==> src/rtl/div_sequencer_pkg.sv <==
// div_sequencer_pkg: shared state encoding, funct codes and iteration count for the divide sequencer
package div_sequencer_pkg;
    typedef enum logic [1:0] {
        IDLE = 2'b00,
        BUSY = 2'b01,
        DONE = 2'b10
    } state_t;
    localparam logic [5:0] DIV      = 6'b011010;
    localparam logic [5:0] DIVU     = 6'b011011;
    localparam int         DIV_ITER = 32;
endpackage

==> src/rtl/div_step.sv <==
// div_step: one combinational restoring-divide iteration on {rem, quo}
module div_step
    import div_sequencer_pkg::*;
#(
    parameter int WIDTH = DIV_ITER
) (
    input  logic [WIDTH-1:0] i_rem,
    input  logic [WIDTH-1:0] i_quo,
    input  logic [WIDTH-1:0] i_div,
    output logic [WIDTH-1:0] o_rem,
    output logic [WIDTH-1:0] o_quo
);
    logic [WIDTH:0] w_sh;
    logic [WIDTH:0] w_trial;
    logic           w_ge;
    // rem < divisor always holds, so the shifted remainder and the trial both fit in WIDTH+1 bits
    always_comb begin
        w_sh    = {i_rem, i_quo[WIDTH-1]};
        w_trial = w_sh - {1'b0, i_div};
        w_ge    = !w_trial[WIDTH];
        o_rem   = w_ge ? w_trial[WIDTH-1:0] : w_sh[WIDTH-1:0];
        o_quo   = {i_quo[WIDTH-2:0], w_ge};
    end
endmodule

==> src/rtl/div_sequencer.sv <==
// div_sequencer: multi-cycle DIV/DIVU sequencer that stalls E and writes HI/LO on completion
module div_sequencer
    import div_sequencer_pkg::*;
#(
    parameter int WIDTH = DIV_ITER
) (
    input  logic             clk,
    input  logic             rst,
    input  logic             startE,
    input  logic             signedE,
    input  logic [WIDTH-1:0] srcaE,
    input  logic [WIDTH-1:0] srcbE,
    input  logic             annulE,
    output logic             stall_div,
    output logic [WIDTH-1:0] hi_o,
    output logic [WIDTH-1:0] lo_o,
    output logic             hilo_we
);
    localparam int CW = $clog2(WIDTH + 1);

    state_t           r_state;
    state_t           w_next;
    logic [CW-1:0]    r_cnt;
    logic [WIDTH-1:0] r_rem;
    logic [WIDTH-1:0] r_quo;
    logic [WIDTH-1:0] r_div;
    logic [WIDTH-1:0] r_hi;
    logic [WIDTH-1:0] r_lo;
    logic             r_qneg;
    logic             r_rneg;
    logic             r_we;
    logic [WIDTH-1:0] w_rem_nxt;
    logic [WIDTH-1:0] w_quo_nxt;
    logic [WIDTH-1:0] w_abs_a;
    logic [WIDTH-1:0] w_abs_b;
    logic [WIDTH-1:0] w_hi_fin;
    logic [WIDTH-1:0] w_lo_fin;
    logic             w_start;
    logic             w_last;

    assign w_start  = (r_state == IDLE) && startE && !annulE;
    assign w_last   = (r_state == BUSY) && (r_cnt == CW'(WIDTH - 1));
    assign w_abs_a  = (signedE && srcaE[WIDTH-1]) ? -srcaE : srcaE;
    assign w_abs_b  = (signedE && srcbE[WIDTH-1]) ? -srcbE : srcbE;
    assign w_hi_fin = r_rneg ? -w_rem_nxt : w_rem_nxt;
    assign w_lo_fin = r_qneg ? -w_quo_nxt : w_quo_nxt;
    assign hi_o     = r_hi;
    assign lo_o     = r_lo;
    assign hilo_we  = r_we;

    div_step #(.WIDTH(WIDTH)) u_step (
        .i_rem (r_rem),
        .i_quo (r_quo),
        .i_div (r_div),
        .o_rem (w_rem_nxt),
        .o_quo (w_quo_nxt)
    );

    // state register
    always_ff @(posedge clk) begin
        if (!rst) r_state <= IDLE;
        else      r_state <= w_next;
    end

    // next state and stall; annul always returns to IDLE, DONE and illegal codes fall back to IDLE
    always_comb begin
        w_next    = IDLE;
        stall_div = 1'b0;
        if (annulE)                w_next = IDLE;
        else if (r_state == BUSY)  w_next = w_last ? DONE : BUSY;
        else if (w_start)          w_next = BUSY;
        stall_div = w_start || (r_state == BUSY);
    end

    // operand capture, iteration, and HI/LO result registers
    always_ff @(posedge clk) begin
        if (!rst) begin
            r_cnt  <= '0;
            r_rem  <= '0;
            r_quo  <= '0;
            r_div  <= '0;
            r_qneg <= 1'b0;
            r_rneg <= 1'b0;
            r_hi   <= '0;
            r_lo   <= '0;
            r_we   <= 1'b0;
        end else begin
            r_we <= w_last && !annulE;
            if (w_start) begin
                r_rem  <= '0;
                r_quo  <= w_abs_a;
                r_div  <= w_abs_b;
                r_cnt  <= '0;
                r_qneg <= signedE && (srcaE[WIDTH-1] ^ srcbE[WIDTH-1]) && (|srcbE);
                r_rneg <= signedE && srcaE[WIDTH-1];
            end
            if ((r_state == BUSY) && !annulE) begin
                r_rem <= w_rem_nxt;
                r_quo <= w_quo_nxt;
                r_cnt <= r_cnt + 1'b1;
                if (w_last) begin
                    r_hi <= w_hi_fin;
                    r_lo <= w_lo_fin;
                end
            end
        end
    end
endmodule

==> config.mk <==
export PLATFORM = sky130hd
export DESIGN_NAME = div_sequencer
export DESIGN_NICKNAME = d
export VERILOG_FILES = /design/src/rtl/div_sequencer_pkg.sv /design/src/rtl/div_step.sv /design/src/rtl/div_sequencer.sv
export SDC_FILE = /design/constraint.sdc
export NUM_CORES = 1
export LEC_CHECK = 0
export CAP_MARGIN = 15
export CORE_ASPECT_RATIO = 0.75
export CORE_MARGIN = 3
export CORE_UTILIZATION = 45
export CTS_CLUSTER_SIZE = 40
export DETAILED_ROUTE_END_ITERATION = 16
export PLACE_DENSITY = 0.78
export SLEW_MARGIN = 20
export SYNTH_ARGS = -nofsm -noshare
export SYNTH_HDL_FRONTEND = slang
export SYNTH_SLANG_ARGS = --single-unit
==> constraint.sdc <==
create_clock -name clk -period 8.25 [get_ports clk]
set_input_delay 0.825 -clock clk [delete_from_list [all_inputs] [get_ports clk]]
set_output_delay 0.825 -clock clk [all_outputs]
set_load 0.1 [all_outputs]
==> impl_metrics.py <==
metrics = {
    "detailed_routing": {
        "drt_iter0_drc": 1397,
        "routed_wl_mm": 35.8,
        "ant_nets": 0,
        "wire_per_inst_microns": 18.7,
        "vias": 11500,
        "drt_first_pass_iters": 5,
        "drc": 0,
        "viasPerCell": 5.99,
    },
    "clock_tree": {
        "cts_tree": "yes",
        "clk_latency_ns": 0.45,
        "cts.repair.resized": 0,
        "cts_made_buffers": 17,
        "cts_max_path_buffers": 2,
        "hold_buffers": 0,
        "path_clk_slew_ns": 0.07,
        "clock_sinks": 171,
        "cts_setup_buffers": 0,
        "cts_root_buf": "clkbuf_16",
        "cts_max_level": 4,
    },
    "layout": {
        "drive_gt1_frac": 0.0494,
        "nNetsFinal": 1674,
        "design_area_sq_um": 13400,
        "area_growth_pct": 17.8,
        "antenna_cells": 0,
    },
    "power": {
        "intPower_uw": 1440,
        "clkPwrFrac": 0.389,
        "ir_worst_vdd_v": 0.000125,
        "seq_power_share": 0.408,
        "switching_share": 0.324,
        "cellPowerDensity_nw_per_um2": 159,
        "p_leak_uw": 0.00480,
        "switching_power_uw": 693,
        "power_frac_comb": 0.203,
        "total_power_uw": 2140,
    },
    "run_status": {
        "status": "complete, no violations",
    },
    "yosys": {
        "yosys.area.top_type": "dfxtp_1",
        "yosysWarningCount": 0,
        "synth_cell_types": 85,
        "synth_top_area_share": 0.301,
        "synthesis.instances": 1497,
        "synth_flop_cell": "dfxtp_1",
        "ys_ff_latch": 171,
        "synth_enable_flop_cells": 0,
        "async_flop_share": 0,
        "synth_area_sq_um": 11400,
        "netlist_top_cells_area": "dfxtp_1 30%, a21oi_1 6.7%, nor2_1 6.6%, xor2_1 5.9%, nand2_1 4.4%",
        "seq_area_frac_synth": 0.301,
        "synth_nets": 1604,
        "avgSynthCellArea_sq_um": 7.60,
    },
    "critical_path": {
        "worstReg2RegEnd": "hi_o[30]$_SDFFE_PN0P_",
        "cp.arrival_ns": 5.57,
        "r2r_slack_ns": 2.99,
        "setup.worst_path.start": "r_quo[31]$_SDFFE_PN0P_",
        "critical_path_class": "reg -> reg",
        "crit_path_start_kind": "register",
        "crit_path_max_fanout": 49,
        "cp-end-kind": "register",
        "timing.rr.start": "r_quo[31]$_SDFFE_PN0P_",
        "required_ns": 8.56,
        "rr_worst_depth": 20,
        "endpoint": "hi_o[30]$_SDFFE_PN0P_",
    },
    "sta": {
        "finalSetupViolations": 0,
        "fin_setup_tns_ns": 0,
        "worst_slack_ns": 2.99,
        "slew_violations": 0,
        "rsz0062_at_grt": "false",
        "fin_worst_skew_ns": 0.0132,
        "maxSlewHeadroom": 0.286,
        "fmax_mhz": 190,
        "fin_crit_sh": 0.638,
        "tightest_slew_ns": 1.07,
        "final_hold_viol_count": 0,
        "min_period_ns": 5.26,
    },
    "grt": {
        "grt_pass1_vias": 10400,
        "grt_max_degree": 86,
        "grt_pass1_wl_mm": 56.8,
        "antenna_found_initial": 1,
        "gr-total-overflow": 0,
        "track_usage": 0.260,
    },
    "placed_design": {
        "gp_congestion": 0.965,
        "post-place-ws_ns": 3.13,
        "hpwl_mm": 27.3,
        "place_area_sq_um": 12800,
        "io_buffers": 134,
    },
    "die": {
        "die_w_microns": 190,
        "rows": 49,
        "dieArea_sq_um": 27200,
        "start_util": 0.466,
        "die_y_microns": 144,
        "ios": 135,
        "core_sq_um": 24400,
    },
    "flow_run": {
        "cap_violations": 0,
    },
    "min_path": {
        "hp-start": "hi_o[11]$_SDFFE_PN0P_",
        "hold_path.class": "reg -> reg",
    },
}
[through the flow]
stage,std cells,utilization,hold slack (ns)
after global routing,1911,0.549,0.481
final,1911,0.549,0.458
after detailed placement,1879,0.525,0.451
after global placement,1879,0.525,0.441
after floorplan,1497,-,0.432
after CTS,1911,0.549,0.461
[routing by layer]
| metal | vias to the layer above | GRT usage | part of all wire |
|---|---|---|---|
| met3 | 60 | 0.0678 | 0.10 |
| met5 | - | 0 | 0.00022 |
| met2 | 530 | 0.350 | 0.39 |
| met1 | 5326 | 0.402 | 0.48 |
| met4 | 2 | 0.0719 | 0.020 |
| li1 | 5535 | - | - |
[flip-flops by register name, indices dropped and copies added, names as in the netlist]
| signal | flops |
|---|---|
| r_cnt | 6 |
| r_div | 32 |
| lo_o | 32 |
| r_state | 2 |
| hilo_we | 1 |
| hi_o | 32 |
| r_rem | 32 |
| r_quo | 32 |
| r_rneg | 1 |
| r_qneg | 1 |
[cell usage in the layout, fill, tap and decap left out, types with 5 or more instances in the layout]
master / instances
nor2_1: 199
dfxtp_1: 170
a21oi_1: 153
nand2_1: 134
clkdlybuf4s50_1: 134
o21ai_0: 79
xor2_1: 76
a211oi_1: 61
xnor2_1: 56
inv_1: 52
ha_1: 37
nand3_1: 36
a22oi_1: 35
nor3_1: 27
o31ai_1: 26
or3_1: 18
mux2i_1: 17
clkbuf_16: 17
nor4_1: 16
nand4_1: 13
nand2b_1: 12
o41ai_1: 12
and3_1: 12
a31oi_1: 11
a21o_1: 11
or4_1: 11
o211ai_1: 10
and2_1: 9
buf_4: 9
o21ai_1: 7
nand3b_1: 7
nor2b_1: 7
inv_8: 6
o21bai_1: 5
[worst min path at each step]
stage / slack, ns / to / cells past startpoint
6_report: 0.46 / hi_o[11]$_SDFFE_PN0P_ / 2
5_1_grt: 0.48 / hi_o[5]$_SDFFE_PN0P_ / 2
4_1_cts: 0.46 / hi_o[11]$_SDFFE_PN0P_ / 2
3_5_place_dp: 0.45 / hi_o[11]$_SDFFE_PN0P_ / 2
3_3_place_gp: 0.44 / hi_o[7]$_SDFFE_PN0P_ / 2
2_1_floorplan: 0.43 / r_div[31]$_SDFFE_PN0P_ / 2
[power by group through the flow]
stage	logic, uW	clock network (uW)	registers, uW
CTS	424	835	870
global route	474	871	874
finish	434	831	871
global placement	417	0	888
floorplan	299	0	880
detailed placement	423	0	889
[kinds of logic after synthesis]
family | synth area share
xor+xnor | 0.103
fa+ha+maj | 0.0425
flops | 0.301
simple gates | 0.216
compound gates | 0.265
mux | 0.0179
buf+inv | 0.0550
[layout make-up]
class                      instances  area [sq um]
clock buffer                      18           429
multi-input combinational       1180          7360
tap                              331           414
timing repair buffer             143          1410
clock inverter                    14           165
inverter                          54           205
fill                            2367         11000
sequential                       171          3420
[synth_stat cells, types with 5 or more instances]
library cell  instances
a211oi_1             61
a21o_1               11
a21oi_1             153
a22oi_1              35
a31oi_1              11
and2_1                9
and3_1               13
buf_1                 6
buf_2                 5
buf_4                 8
clkbuf_1             67
dfxtp_1             171
ha_1                 37
inv_1                52
mux2i_1              17
nand2_1             134
nand2b_1             12
nand3_1              36
nand3b_1              7
nand4_1              13
nor2_1              200
nor2b_1               7
nor3_1               29
nor4_1               16
o211ai_1             10
o21ai_0              79
o21ai_1               7
o21bai_1              5
o31ai_1              26
o41ai_1              12
or3_1                19
or4_1                11
xnor2_1              56
xor2_1               76
[critical path, stage by stage, from the launching register on]
cell and delay (ns):
dfxtp_1 0.42, inv_1 0.07, ha_1 0.23, fa_1 0.40
nand2b_1 0.21, a21oi_2 0.22, o22ai_2 0.20, o21ai_4 0.24
a41oi_2 0.22, xnor2_4 0.19, inv_2 0.61, nor2_1 0.10
a21oi_1 0.26, ha_1 0.31, and4_1 0.25, nand2_1 0.08
o32a_1 0.40, nand3b_1 0.20, o31ai_2 0.26, xor2_1 0.18
o21ai_1 0.07
Power figures use the tool's default switching activity.
